## config.mk

```make
export PLATFORM = sky130hd
export DESIGN_NAME = uart_tx_drain
export DESIGN_NICKNAME = d
export VERILOG_FILES = /design/src/rtl/uart_tx_drain.sv
export SDC_FILE = /design/constraint.sdc
export NUM_CORES = 1
export LEC_CHECK = 0
export CORE_MARGIN = 4
export CORE_UTILIZATION = 51
export DETAILED_ROUTE_END_ITERATION = 7
export PLACE_DENSITY = 0.87
export SLEW_MARGIN = 20
export SYNTH_ARGS = -nofsm -noshare
export SYNTH_HDL_FRONTEND = slang
export SYNTH_SLANG_ARGS = --single-unit
```

## constraint.sdc

```tcl
create_clock -name clk -period 1.7 [get_ports clk]
set_input_delay 0.34 -clock clk [delete_from_list [all_inputs] [get_ports clk]]
set_output_delay 0.34 -clock clk [all_outputs]
set_load 0.005 [all_outputs]
```

## src/rtl/uart_tx_drain.sv

```systemverilog
// UART transmitter that drains a synchronous FIFO one word per frame.
// Frame: start bit, DATA_WIDTH data bits LSB first, optional parity, one stop bit.
module uart_tx_drain #(
    parameter int unsigned DATA_WIDTH   = 8,
    parameter int unsigned CLKS_PER_BIT = 4,
    parameter int unsigned PARITY_EN    = 0,
    parameter int unsigned PARITY_ODD   = 0
) (
    input  logic                  clk,
    input  logic                  rst_n,
    output logic                  o_rd_en,
    input  logic [DATA_WIDTH-1:0] i_rd_data,
    input  logic                  i_empty,
    output logic                  o_tx,
    output logic                  o_busy
);

    localparam int unsigned CntW = (CLKS_PER_BIT > 1) ? $clog2(CLKS_PER_BIT) : 1;
    localparam int unsigned IdxW = $clog2(DATA_WIDTH) + 1;
    localparam logic [CntW-1:0] CntLast = CntW'(CLKS_PER_BIT - 1);
    localparam logic [IdxW-1:0] IdxLast = IdxW'(DATA_WIDTH - 1);
    localparam logic ParEn  = (PARITY_EN != 0);
    localparam logic ParOdd = (PARITY_ODD != 0);

    typedef enum logic [2:0] {
        StIdle,
        StLoad,
        StStart,
        StData,
        StParity,
        StStop
    } state_e;

    state_e                r_state;
    logic [CntW-1:0]       r_cnt;
    logic [IdxW-1:0]       r_idx;
    logic [DATA_WIDTH-1:0] r_shift;
    logic                  r_par;
    logic                  r_tx;

    logic                  w_bit_end;
    logic                  w_rd;
    logic [DATA_WIDTH-1:0] w_shift_nxt;

    assign w_bit_end   = (r_cnt == CntLast);
    assign w_rd        = rst_n && (r_state == StIdle) && !i_empty;
    assign w_shift_nxt = r_shift >> 1;

    assign o_rd_en = w_rd;
    assign o_busy  = rst_n && (r_state != StIdle);
    assign o_tx    = r_tx;

    always_ff @(posedge clk) begin
        if (!rst_n) begin
            r_state <= StIdle;
            r_cnt   <= '0;
            r_idx   <= '0;
            r_shift <= '0;
            r_par   <= 1'b0;
            r_tx    <= 1'b1;
        end else begin
            unique case (r_state)
                StIdle: begin
                    r_cnt <= '0;
                    r_tx  <= 1'b1;
                    if (w_rd) begin
                        r_state <= StLoad;
                    end
                end
                StLoad: begin
                    r_shift <= i_rd_data;
                    r_idx   <= '0;
                    r_par   <= ParOdd;
                    r_cnt   <= '0;
                    r_tx    <= 1'b0;
                    r_state <= StStart;
                end
                StStart: begin
                    if (w_bit_end) begin
                        r_cnt   <= '0;
                        r_tx    <= r_shift[0];
                        r_state <= StData;
                    end else begin
                        r_cnt <= r_cnt + 1'b1;
                    end
                end
                StData: begin
                    if (w_bit_end) begin
                        r_cnt   <= '0;
                        r_par   <= r_par ^ r_shift[0];
                        r_shift <= w_shift_nxt;
                        r_idx   <= r_idx + 1'b1;
                        if (r_idx == IdxLast) begin
                            // Line level is set on the edge that enters the next state.
                            if (ParEn) begin
                                r_tx    <= r_par ^ r_shift[0];
                                r_state <= StParity;
                            end else begin
                                r_tx    <= 1'b1;
                                r_state <= StStop;
                            end
                        end else begin
                            r_tx <= w_shift_nxt[0];
                        end
                    end else begin
                        r_cnt <= r_cnt + 1'b1;
                    end
                end
                StParity: begin
                    if (w_bit_end) begin
                        r_cnt   <= '0;
                        r_tx    <= 1'b1;
                        r_state <= StStop;
                    end else begin
                        r_cnt <= r_cnt + 1'b1;
                    end
                end
                StStop: begin
                    if (w_bit_end) begin
                        r_cnt   <= '0;
                        r_tx    <= 1'b1;
                        r_state <= StIdle;
                    end else begin
                        r_cnt <= r_cnt + 1'b1;
                    end
                end
                default: begin
                    r_cnt   <= '0;
                    r_tx    <= 1'b1;
                    r_state <= StIdle;
                end
            endcase
        end
    end

endmodule
```

Word-level counts from Yosys, hierarchy flattened
Cells that the tools add are included.
- add/sub/neg operators: 2
- multiply operators: 0
- divide/modulo/power cells: 0
- magnitude comparators: 0
- equal/unequal tests: 14
- shifts and indexed selects: 0
- mux-type cells: 16
- bitwise logic cells: 2
- reductions and logical operators: 13
- operator list (operator ; number):
    3-bit two-way mux ; 6
    3-bit case mux with 6 select lines ; 1
    8-bit case mux with 2 select lines ; 1
    2-bit inequality test, second input constant ; 6
    8-bit two-way mux ; 1
    4-bit case mux with 2 select lines ; 1
    3-bit by 2-bit equality test with 1-bit output, second input constant ; 2
    3-bit equality test, second input constant ; 2
    6-bit AND reduction ; 1
    4-bit by 1-bit adder with 4-bit output, second input constant ; 1
    4-bit by 3-bit equality test with 1-bit output, second input constant ; 1
    1-bit two-way mux ; 4
    4-bit two-way mux ; 1
    1-bit case mux with 4 select lines ; 1
    4-bit OR reduction ; 1
    3-bit by 1-bit equality test with 1-bit output, second input constant ; 1
    1-bit logical AND ; 3
    3-bit zero test ; 1
    3-bit AND reduction ; 1
    3-bit nonzero test ; 1
    3-bit OR reduction ; 1
    2-bit by 1-bit adder with 2-bit output, second input constant ; 1
    2-bit equality test, second input constant ; 1
    2-bit by 1-bit inequality test with 1-bit output, second input constant ; 1
    other kinds (5) ; 6
- register bits: 18
- latch bits: 0
- RAM bits: 0
- ROM bits: 0
- word-level logic and storage cells: 52
- memories kept: 0

Longest topological paths before layout
- word-level depth: 5
- mapped depth: 5
- depth with buffers taken out: 4

Worst setup path before layout
OpenSTA, ideal clock, no wires.
- path type: reg-to-reg
- start point: register r_cnt[0]
- end point: register r_tx (netlist: o_tx)
- library setup time: 0.122 ns
- arrival time: 1.186 ns
- required time: 1.578 ns
- slack: 0.392 ns
- cell stages (with the launch flop): 5
- path buffers: 1
- clock period less this slack: 1.308 ns
- cells stage by stage: dfxtp_1 -> ha_1 -> buf_2 -> or3_1 -> o32a_1
- cells in the longest elaborated chain, start to end: 3
- ends and longest elaborated chain (what ; line ; source):
    start, declared ; 35 ; logic [CntW-1:0] r_cnt;
    start signal, assigned ; 84 ; r_cnt <= r_cnt + 1'b1;
    start signal, assigned ; 106 ; r_cnt <= r_cnt + 1'b1;
    start signal, assigned ; 115 ; r_cnt <= r_cnt + 1'b1;
    2-bit equality test * ; 45 ; assign w_bit_end = (r_cnt == CntLast);
    2-bit by 1-bit inequality test with 1-bit output (no line) / 2-bit inequality test (equally long branches) ; -- ;
    3-bit AND reduction (no line) * ; -- ;
    end signal, assigned ; 81 ; r_tx <= r_shift[0];
    end signal, assigned ; 96 ; r_tx <= r_par ^ r_shift[0];
    end signal, assigned ; 103 ; r_tx <= w_shift_nxt[0];
    end, declared ; 39 ; logic r_tx;
Every way passes the cells marked *; elsewhere a longest branch is shown, timed or not.
A chain may end at the register's enable or synchronous reset.

Final worst setup path
- start point: register r_state[2]
- end point: output port o_busy
- cells in the longest elaborated chain, start to end: 2
- ends and longest elaborated chain (what ; line ; source):
    start, declared ; 34 ; state_e r_state;
    start signal, assigned ; 55 ; r_state <= StIdle;
    start signal, assigned ; 67 ; r_state <= StLoad;
    start signal, assigned ; 76 ; r_state <= StStart;
    3-bit nonzero test ; 50 ; assign o_busy = rst_n && (r_state != StIdle);
    1-bit logical AND ; 50 ;
    end, declared ; 15 ; output logic o_busy
Every way passes these cells.

==> results by group <==
Outcome
  • Run status: complete, no violations

Synthesis
  • Largest area contributor in the netlist: dfxtp_1
  • Synth top area cells: dfxtp_1 39%, a21oi_1 8.1%, mux2i_1 7.5%, a211oi_1 5.6%, nor2_1 2.8%
  • Mean post-synth cell area: a little under 9 µm²
  • Synth cell types: 31
  • Syn_nets: about 120
  • FF+latch count, synth: 18
  • Gate Count Post-Synth: 106
  • Sequential element share of the synthesized area: 0.387
  • Yosys top cell area share: 0.387
  • Cell area after synthesis: 931 µm²
  • Synth warnings: 0

Clock tree
  • CTS sink cnt: 18
  • Longest Clk Path Bufs: 2
  • TritonCTS buffer count: 3
  • Hold_buf cts: 0
  • Worst skew pair latency: about 290 ps
  • CTS tree: yes
  • Htree depth: 1
  • Reg clk slew, reported paths: 110 ps
  • Clk root buf: clkbuf_4

Drt
  • Detail-routed net length per standard cell: approximately 13 µm
  • TritonRoute pass-1 iters: 4
  • DR vias: about 840
  • DRC viols: 0
  • Via density: 5.67
  • Post-Route WL: 1920 µm
  • Post-route ant nets: 0
  • Iteration-0 DRC Markers: 3

Worst hold path
  • Hold worst-path end: r_cnt[0]$_SDFF_PP0_
  • Tightest Hold Check Type: reg2reg
  • Min-delay src: r_cnt[0]$_SDFF_PP0_
  • Hold Crit Depth: 1

Worst setup path
  • Reg2reg setup slack: 170 ps
  • Worst reg2reg startpoint: r_cnt[0]$_SDFF_PP0_
  • CP Launch Type: flip-flop
  • Arr. time, crit path: 1240 ps
  • Reg-to-Reg End: r_shift[6]$_SDFFE_PN0P_
  • Critical Path RT: 1360 ps
  • Crit. End Element: output port
  • Critical Path Fanout Max: 9
  • R2R cell count: 5
  • WS Path Type: reg2out

STA
  • Clk_skew: 6.65 ps
  • Unrepaired setup endpoints after global routing: false
  • Slew Limit Fails: 0
  • Crit path time final: ~1600 ps
  • Fin Setup TNS: 0 ps
  • Tightest Pin Transition: ~380 ps
  • Setup Viol. Count Final: 0
  • Max Freq: between 600 and 700 MHz
  • Slew margin rel.: 0.748
  • Hold Slack: 433 ps
  • Period utilization: 0.929
  • Post-route setup slack: 120 ps
  • Fin. Hold Viols: 0

Final layout
  • Area growth syn-to-layout: 24.3%
  • Final cell count without fillers: between 100 and 150
  • Commonest non-fill, non-tap cell in the layout: dfxtp_1
  • Fin area: roughly 0.0012 mm²
  • Antenna cells: 0
  • Core Util, Final: 0.670
  • Most frequent cells in the layout: 18 x dfxtp_1, 15 x a21oi_1, 11 x clkdlybuf4s50_1
  • Nets: approximately 140
  • Share of cells above drive strength 1: 0.130

Job
  • Max_cap viols: 0

Global route
  • First-pass GRT wire length: 3450 µm
  • Total gr overflow: 0
  • Initial antenna violation count: 0
  • Vias in the first global route: 784
  • Largest net degree at the start of global routing: 22
  • Tot GR Track Use: 0.173

Die
  • Initial Utilization: 0.539
  • Core ar.: 0.00173 mm²
  • Site row count: 15
  • Die area: 0.00257 mm²
  • # IOs: 14
  • Die Wd: 50.7 µm
  • DIE HEIGHT: 50.7 µm

Place
  • Placed cell count: about 140
  • Placer congestion estimate: 0.746
  • Placed instance area: 0.00112 mm²
  • DP HPWL: approximately 1400 µm
  • I/O Buffers: 13
  • Worst slack, placed: -306 ps

Pwr
  • Pwr dens: approximately 780 mW/mm²
  • VDD IR max: 0.000566 V
  • P_leak: 0.433 nW
  • Total power: 0.899 mW
synthesized netlist by cell type:
cell / n
buf_4: 1
dfxtp_1: 18
nand2_1: 2
mux2i_1: 7
and2_1: 2
nand3b_4: 1
or3b_1: 2
nor2b_1: 3
a211oi_1: 7
o32a_1: 1
or2b_1: 2
nor2_1: 7
or3_1: 2
buf_2: 4
nor3b_1: 1
buf_6: 1
nor3_1: 1
nand4_1: 4
a21oi_1: 15
ha_1: 2
a211o_1: 1
nor4_1: 1
inv_1: 4
o21ai_0: 5
nand3b_1: 3
xnor2_1: 1
clkbuf_1: 2
nand2b_1: 3
nand3_1: 1
a31oi_1: 1
a21boi_0: 1
worst max-delay path, stage by stage, from the launching register on:
cell and delay (ps):
dfxtp_1 330, buf_4 160, nor3_1 150, nor2_1 50, dlygate4sd2_1 260
layer usage:
layer,vias up,track usage,share of wire
li1,421,-,-
met1,397,0.224,0.44
met2,19,0.293,0.51
met3,2,0.0267,0.043
met4,0,0.0538,0.0062
met5,-,0,0
report_power, final:
part / leakage, nW / internal [mW] / total (mW) / switching [mW]
combinational: 0.266 / 0.0908 / 0.172 / 0.0814
clock: 0.0210 / 0.130 / 0.267 / 0.137
sequential: 0.147 / 0.445 / 0.460 / 0.0147
area by class of cell:
type	count	area (µm²)
repair buffers	21	196
clock buffers	4	36.3
fillers	154	569
well taps	25	31.3
inverters	4	15.0
multi-input cells	76	518
flip-flops and latches	18	360
logic make-up after synthesis:
kind of cell,count (synthesis),synth area share
simple gates,35,0.237
compound gates,31,0.199
flops,18,0.387
buf+inv,12,0.0659
mux,7,0.0753
fa+ha+maj,2,0.0269
xor+xnor,1,0.00941
how the worst max path moves through the flow:
| stage | slack, ps | endpoint | depth (start not counted) | from |
|---|---|---|---|---|
| floorplan | 390 | o_tx$_SDFFE_PN1P_ | 4 | r_cnt[0]$_SDFF_PP0_ |
| global placement | -220 | o_rd_en | 4 | rst_n |
| detailed placement | -310 | o_rd_en | 4 | rst_n |
| CTS | -10 | o_rd_en | 4 | rst_n |
| global route | 4 | r_shift[6]$_SDFFE_PN0P_ | 5 | r_cnt[0]$_SDFF_PP0_ |
| finish | 120 | o_busy | 4 | r_state[2]$_SDFFE_PN0P_ |
sequential cells by signal, summed over array words and instances, names as in the netlist:
signal,cells
r_shift,8
r_idx,4
r_state,3
r_cnt,2
o_tx,1
what timing repair did:
| item | 4_1_cts | 5_1_grt |
|---|---|---|
| setup buffers | 0 | 0 |
| resized for setup | 3 | 3 |
| endpoints found under the setup margin | 2 | 3 |
| hold endpoints to repair | 0 | 0 |
(Power assumes the default switching activity.)
